$ cat config.mk
export PLATFORM = sky130hd
export DESIGN_NAME = nco_select_scheduler
export DESIGN_NICKNAME = d
export VERILOG_FILES = /design/src/rtl/nco_select_scheduler.sv
export SDC_FILE = /design/constraint.sdc
export NUM_CORES = 1
export LEC_CHECK = 0
export CORE_MARGIN = 2
export CORE_UTILIZATION = 26
export DETAILED_ROUTE_END_ITERATION = 16
export SLEW_MARGIN = 20
export SYNTH_ARGS = -nofsm -noshare
export SYNTH_HDL_FRONTEND = slang
export SYNTH_SLANG_ARGS = --single-unit
$ cat constraint.sdc
create_clock -name clk -period 8 [get_ports clk]
set_clock_uncertainty 0.2 [all_clocks]
set_input_delay 2 -clock clk [delete_from_list [all_inputs] [get_ports clk]]
set_output_delay 2 -clock clk [all_outputs]
set_load 0.02 [all_outputs]
$ cat src/rtl/nco_select_scheduler.sv
// Table-driven sequencer for the NCO waveform select: steps through (select, dwell)
// entries, once or looping, holding every applied select for at least MIN_DWELL cycles.
module nco_select_scheduler #(
   parameter int unsigned SELECT_WIDTH = 3,
   parameter int unsigned DEPTH        = 8,
   parameter int unsigned DWELL_WIDTH  = 16,
   parameter int unsigned MIN_DWELL    = 32
) (
   input  logic                       clk,
   input  logic                       resetn,
   input  logic                       cfg_we,
   input  logic [$clog2(DEPTH)-1:0]   cfg_addr,
   input  logic [SELECT_WIDTH-1:0]    cfg_sel,
   input  logic [DWELL_WIDTH-1:0]     cfg_dwell,
   input  logic                       start,
   input  logic [$clog2(DEPTH):0]     len,
   input  logic                       loop,
   input  logic                       stop,
   output logic [SELECT_WIDTH-1:0]    signal_out,
   output logic                       busy,
   output logic                       done,
   output logic [$clog2(DEPTH)-1:0]   cur_idx,
   output logic                       cfg_err
);

   localparam int unsigned IDX_W = $clog2(DEPTH);
   localparam int unsigned LEN_W = IDX_W + 1;
   localparam int unsigned SW    = SELECT_WIDTH;
   localparam int unsigned DW    = DWELL_WIDTH;

   typedef enum logic {IDLE, RUN} state_t;

   state_t            state, state_n;
   logic [SW-1:0]     sel_tab   [DEPTH];
   logic [DW-1:0]     dwell_tab [DEPTH];
   logic [DW-1:0]     cnt, cnt_n;
   logic [IDX_W-1:0]  idx_n, nxt_idx_c;
   logic [LEN_W-1:0]  len_q, len_n;
   logic              loop_q, loop_n, stop_q, stop_n;
   logic [SW-1:0]     sel_n;
   logic              busy_n, done_n, err_n;
   logic              wr_c, len_ok_c, last_c, stop_any_c;

   // Counter preload for an entry: dwell clamped up to MIN_DWELL, minus one.
   function automatic logic [DW-1:0] eff_cnt(input logic [DW-1:0] d);
      return (d < DW'(MIN_DWELL)) ? DW'(MIN_DWELL - 1) : d - DW'(1);
   endfunction

   assign len_ok_c   = (len != LEN_W'(0)) && (len <= LEN_W'(DEPTH));
   assign last_c     = (LEN_W'(cur_idx) == len_q - LEN_W'(1));
   assign nxt_idx_c  = cur_idx + IDX_W'(1);
   assign stop_any_c = stop_q | stop;

   // Next-state and next-output logic.
   always_comb begin
      state_n = state;
      sel_n   = signal_out;
      cnt_n   = cnt;
      idx_n   = cur_idx;
      len_n   = len_q;
      loop_n  = loop_q;
      stop_n  = stop_q;
      busy_n  = busy;
      done_n  = 1'b0;
      err_n   = 1'b0;
      wr_c    = 1'b0;
      case (state)
         IDLE: begin
            stop_n = 1'b0;
            if (start) begin
               err_n = cfg_we | ~len_ok_c;
               if (len_ok_c) begin
                  sel_n   = sel_tab[0];
                  idx_n   = '0;
                  cnt_n   = eff_cnt(dwell_tab[0]);
                  busy_n  = 1'b1;
                  len_n   = len;
                  loop_n  = loop;
                  state_n = RUN;
               end
            end else if (cfg_we) begin
               wr_c = 1'b1;
            end
         end
         RUN: begin
            err_n = cfg_we;
            if (stop) stop_n = 1'b1;
            if (cnt != DW'(0)) begin
               cnt_n = cnt - DW'(1);
            end else if (stop_any_c || (last_c && !loop_q)) begin
               // A pending stop makes the entry just finished the final one.
               busy_n  = 1'b0;
               done_n  = 1'b1;
               stop_n  = 1'b0;
               state_n = IDLE;
            end else if (last_c) begin
               idx_n = '0;
               sel_n = sel_tab[0];
               cnt_n = eff_cnt(dwell_tab[0]);
            end else begin
               idx_n = nxt_idx_c;
               sel_n = sel_tab[nxt_idx_c];
               cnt_n = eff_cnt(dwell_tab[nxt_idx_c]);
            end
         end
         default: state_n = IDLE;
      endcase
   end

   // State and registered outputs.
   always_ff @(posedge clk) begin
      if (!resetn) begin
         state      <= IDLE;
         signal_out <= '0;
         cnt        <= '0;
         cur_idx    <= '0;
         len_q      <= '0;
         loop_q     <= 1'b0;
         stop_q     <= 1'b0;
         busy       <= 1'b0;
         done       <= 1'b0;
         cfg_err    <= 1'b0;
      end else begin
         state      <= state_n;
         signal_out <= sel_n;
         cnt        <= cnt_n;
         cur_idx    <= idx_n;
         len_q      <= len_n;
         loop_q     <= loop_n;
         stop_q     <= stop_n;
         busy       <= busy_n;
         done       <= done_n;
         cfg_err    <= err_n;
      end
   end

   // Entry table, cleared by reset.
   always_ff @(posedge clk) begin
      if (!resetn) begin
         for (int unsigned i = 0; i < DEPTH; i++) begin
            sel_tab[i]   <= '0;
            dwell_tab[i] <= '0;
         end
      end else if (wr_c) begin
         sel_tab[cfg_addr]   <= cfg_sel;
         dwell_tab[cfg_addr] <= cfg_dwell;
      end
   end

endmodule

==> flow_metrics.tcl <==
set metrics [dict create \
    outcome "completed" \
    crit_path_max_incr_delay_ns 0.82 \
    synth_enable_flop_cells 152 \
    r2r_cells 9 \
    antenna_found_initial 0 \
    htree_levels 4 \
    dieArea_sq_um 39020 \
    die_y_microns 197.5 \
    clock_power_share 0.371 \
    final_cell_mix "154 x and2_1, 152 x edfxtp_1, 48 x nand2_1" \
    slowest_stage "nand2b_1" \
    sequentialPowerShare 0.489 \
    ys_warn_count 0 \
    synth_area_per_cell_sq_um 11.83 \
    vias_per_cell 5.062 \
    grt_max_degree 38 \
    ant_nets 0 \
    grt_pass1_vias 6457 \
    synth_top_family_by_area "simple AND/OR/NAND/NOR gates" \
    drive_gt1_frac 0.1126 \
    core_sq_um 36790 \
    synth-compound-area-share 0.09687 \
    first_pass_iters 5 \
    path_max_fanout 37 \
    power_density_nw_per_um2 200.9 \
    arrival_ns 5.47 \
    io_buffer_count 40 \
    grt_util_all_layers 0.1323 \
    io_pins 41 \
    path_class "input port to flip-flop" \
    synth-simple-area-share 0.1928 \
    synth_area_sq_um 9739 \
    finalWirelength_mm 25.47 \
    placementRows 70 \
    tns_ns 0 \
    cts_setup_buffers 0 \
    fin_crit_ns 5.600 \
    yosys-mux-area-fraction 0.1120 \
    grt-ovfl-total 0 \
    critPathMostFrequentCell "nand2b_1" \
    fin_total_pwr_mw 2.270 \
    synth_seq_area_share 0.5344 \
    fill_cells 3739 \
    p_comb_frac 0.140 \
    end_kind "flip-flop" \
    setup_viol 0 \
    insertion_delay_ns 0.44 \
    gp_congestion 0.8440 \
    clk_path_buf_depth 2 \
    switching_share 0.2860 \
    hold_depth 2 \
    hold_path_class "flip-flop to flip-flop" \
    yosys.area_share.adder 0.007708 \
    ys.flop_type "edfxtp_1" \
    cts_root_buffer "clkbuf_16" \
    synthesis.nets 861 \
    clk_pin_slew_ns 0.07 \
    drt_iter0_drc 691 \
    yosys_register_bits 184 \
    crit_chain "clkdlybuf4s50_1, buf_4, nand2_1, nor3_1, nand2b_1, nor3_2, nand2b_1" \
    rsz0062_at_grt "false" \
    num_vias 6773 \
    grt_pass1_wl_mm 39.13 \
    initial_core_util 0.2648 \
    fin_nets 895 \
    cts_made_buffers 17 \
    clock-sinks 184 \
    place_hpwl_mm 17.48 \
    ir_worst_vdd_mv 0.1355 \
    critPathRequiredTime_ns 7.87 \
    ctsResizeCount 0 \
    wl_per_cell_microns 19.03 \
    finalCritPeriodShare 0.7000 \
    syn_to_final_growth_pct 15.99 \
    hold_buffers 0 \
    p_leak_nw 3.801 \
    power.switching_uw 649.1 \
    die-width_microns 197.5 \
    fin_util 0.3071 \
    cts_tree "built" \
    p_int_mw 1.621 \
    synth-async-reset-ratio 0 \
    start_kind "input port" \
    cap_viol_max_count 0 \
    worstMarginPinSlew_ns 1.026 \
    maxSlewHeadroom 0.3153 \
    drv_slew 0 \
    drc 0 \
    final_common_cell "and2_1" \
    hold_violations 0 \
    synth_cell_types 72 \
    synth_cells 823 \
    fmax_mhz 178.6 \
    synth-xor-area-share 0.03160 \
    n_antenna_cell 0 \
    rrSetupSlack_ns 3.35 \
]
-- synth_stat cells (7+ instances only) --
cell type | number | area share
and2_1 | 154 | 0.099
edfxtp_1 | 152 | 0.47
nand2_1 | 48 | 0.018
mux2i_1 | 46 | 0.047
nor2_1 | 45 | 0.017
dfxtp_1 | 32 | 0.066
o21ai_0 | 32 | 0.016
clkbuf_1 | 26 | 0.010
a21oi_1 | 23 | 0.012
nor3_1 | 21 | 0.011
mux4_2 | 20 | 0.046
xnor2_1 | 20 | 0.018
inv_1 | 15 | 0.0058
nand3_1 | 13 | 0.0067
xor2_1 | 12 | 0.011
a21boi_0 | 9 | 0.0069
and3_1 | 9 | 0.0058
buf_2 | 8 | 0.0041
nor4_1 | 8 | 0.0051
a211oi_1 | 7 | 0.0054
a31oi_1 | 7 | 0.0045
or3_1 | 7 | 0.0045
-- layout make-up --
type,instances,area (sq um),share of cell area
clock inverter,15,152.6,0.01351
multi-input combinational,584,4358,0.3858
sequential,184,5206,0.4608
timing repair buffer,55,513.0,0.04541
clock buffer,17,425.4,0.03766
inverter,15,56.30,0.004984
tap,468,585.6,0.05183
-- sequential cells by signal, indices dropped and copies added (netlist names) --
register,flops
done,1
cnt,16
len_q,4
cur_idx,3
signal_out,3
loop_q,1
busy,1
dwell_tab,128
sel_tab,24
stop_q,1
state,1
cfg_err,1
-- path summary, 6_finish.rpt --
kind,end,startpoint
setup / recovery,dwell_tab[0][9]$_SDFFCE_PN0P_,resetn
hold / removal,signal_out[1]$_SDFFE_PN0P_,signal_out[1]$_SDFFE_PN0P_
setup reg to reg,cnt[1]$_SDFFE_PN0P_,cur_idx[0]$_SDFFE_PN0P_
hold reg to reg,signal_out[1]$_SDFFE_PN0P_,signal_out[1]$_SDFFE_PN0P_
-- power by group through the flow --
stage	sequential [mW]	combinational [mW]	clock (mW)
after floorplan	1.12	0.211	0
after global routing	1.11	0.343	0.887
after detailed placement	1.13	0.312	0
after global placement	1.13	0.310	0
final	1.11	0.317	0.843
after CTS	1.11	0.314	0.849
-- worst max-delay path: cells and delay by family --
family / cells / cell delay (ns)
and+or+nand+nor: 5 / 2.59
buffers and inverters: 2 / 0.84
-- layer usage --
| layer | wire (microns) | global-route usage | up-vias |
|---|---|---|---|
| li1 | - | - | 3145 |
| met1 | 12040 | 0.1851 | 3388 |
| met2 | 11760 | 0.2087 | 204 |
| met3 | 1141 | 0.02407 | 36 |
| met4 | 533 | 0.03843 | 0 |
| met5 | 0 | 0 | - |
-- stage by stage --
stage / setup WS (ns) / instances / cell area (sq um) / hold WS [ns]
floorplan: 3.306 / 823 / 9739 / 0.2435
global placement: 2.042 / 1306 / 10710 / 0.2534
detailed placement: 1.917 / 1306 / 10720 / 0.2591
CTS: 2.378 / 1338 / 11290 / 0.2679
global route: 2.077 / 1338 / 11300 / 0.2800
finish: 2.400 / 1338 / 11300 / 0.2646
-- logic make-up after synthesis --
logic type,after synthesis
buf+inv,55
simple gates,338
flops,184
xor+xnor,33
compound gates,133
fa+ha+maj,6
mux,74
(Power assumes the default switching activity.)
==> RTL change: new RTL, same flow settings <==
Change the parameter `MIN_DWELL` from 32 to 24.
--- a/src/rtl/nco_select_scheduler.sv
+++ b/src/rtl/nco_select_scheduler.sv
@@ -4,7 +4,7 @@
    parameter int unsigned SELECT_WIDTH = 3,
    parameter int unsigned DEPTH        = 8,
    parameter int unsigned DWELL_WIDTH  = 16,
-   parameter int unsigned MIN_DWELL    = 32
+   parameter int unsigned MIN_DWELL    = 24
 ) (
    input  logic                       clk,
    input  logic                       resetn,
Behaviour: same outputs for any inputs over 10 cycles, from zero or initial values and one cycle with resetn low; that may be too few to reach the edited logic, so the function may still have changed.
==> RTL change against the unedited design <==
Synthesized area up 0.39%. Sequential cell count unchanged. Final area is essentially flat. Routed wire length shrank 1.9%. Core utilization down 0.42 points. Fmax is 2.5% lower. Power increased by 0.91%. Worst setup slack got worse by 0.14 ns. Highest routed layer unchanged.
==> RTL change: results <==
metrics = {
    "logic_synthesis": {
        "syn-num-nets": 862,
        "seq_area_frac_synth_pct": 53.24,
        "synth.distinct_cells": 80,
        "ys_top_cells_by_count": "and2_1, edfxtp_1, nor2_1, nand2_1, mux2i_1",
        "synth_area_leaders": "edfxtp_1, and2_1, dfxtp_1",
        "synth_cells": 824,
        "yosys.area.top_type_share_pct": 46.69,
    },
    "worst_setup_path": {
        "cp.arrival_ns": 5.60,
        "cpPeakStageDelay_ns": 0.86,
        "cp_max_fo": 24,
        "slowest_stage": "nor3_2",
        "critPathTopFamily": "simple AND/OR/NAND/NOR gates",
    },
    "timing": {
        "slew_headroom_pct": 24.52,
    },
    "clocking": {
        "postCtsResizedCells": 0,
    },
    "detailed_routing": {
        "via_count": 6552,
        "drt_iter0_drc": 613,
    },
    "global_routing": {
        "grt_pass1_vias": 6470,
        "grt_max_degree": 42,
        "grt_pass1_wl_um": 38670,
        "overflow": 0,
        "track_usage_pct": 13.10,
    },
    "placed_design": {
        "place_hpwl_um": 17100,
        "gp_congestion": 0.8322,
        "post-place-ws_ns": 1.845,
        "post_dp_cell_area_um2": 10700,
        "placedCellCount": 1311,
    },
    "final_layout": {
        "finalNetCount": 894,
        "post-route-util_pct": 30.30,
        "instances_no_fill": 1343,
    },
    "outcome": {
        "status": "finished clean",
    },
    "power": {
        "vdd.ir_drop.worst_mv": 0.1232,
        "p_leak_nw": 3.811,
    },
}
## RTL change: metal layers
metal	GRT usage (%)	wire (µm)
met5	0	0
met4	3.119	348
met3	2.419	1599
met2	20.14	11230
met1	19.00	11800
## RTL change: logic make-up (layout without fill, tap and decap cells)
group,after synthesis,count (layout),share of synthesized area (%)
flip-flops,184,184,53.24
multiplexers,73,73,11.15
XOR/XNOR,34,34,3.123
adder cells (fa/ha/maj),6,6,0.7678
AND/OR/NAND/NOR,367,367,20.95
AO/OA/AOI/OAI,110,110,8.114
buffers and inverters,50,95,2.662
## RTL change: path summary, 6_finish.rpt
kind | depth (start not counted) | start | end | slack, ns
max reg2reg | 8 | cur_idx[1]$_SDFFE_PN0P_ | cnt[2]$_SDFFE_PN0P_ | 3.61
min | 2 | loop_q$_SDFFE_PN0P_ | loop_q$_SDFFE_PN0P_ | 0.28
max | 7 | resetn | dwell_tab[1][11]$_SDFFCE_PN0P_ | 2.26
min reg2reg | 2 | loop_q$_SDFFE_PN0P_ | loop_q$_SDFFE_PN0P_ | 0.28
## RTL change: layout make-up
type	count	area share, %
timing repair buffer	54	4.472
clock inverter	13	1.295
inverter	9	0.2989
sequential	184	46.06
clock buffer	19	3.830
multi-input combinational	590	38.80
tap	474	5.247
## RTL change: report_power, final
group / internal [mW] / switching, mW
registers: 1.09 / 0.0387
logic: 0.129 / 0.192
clock network: 0.465 / 0.378
## RTL change: worst min-delay path, delay by kind of cell (launching register included)
family          cells  cell delay (ns)
compound gates      1             0.05
flops               1             0.33
simple gates        1             0.06
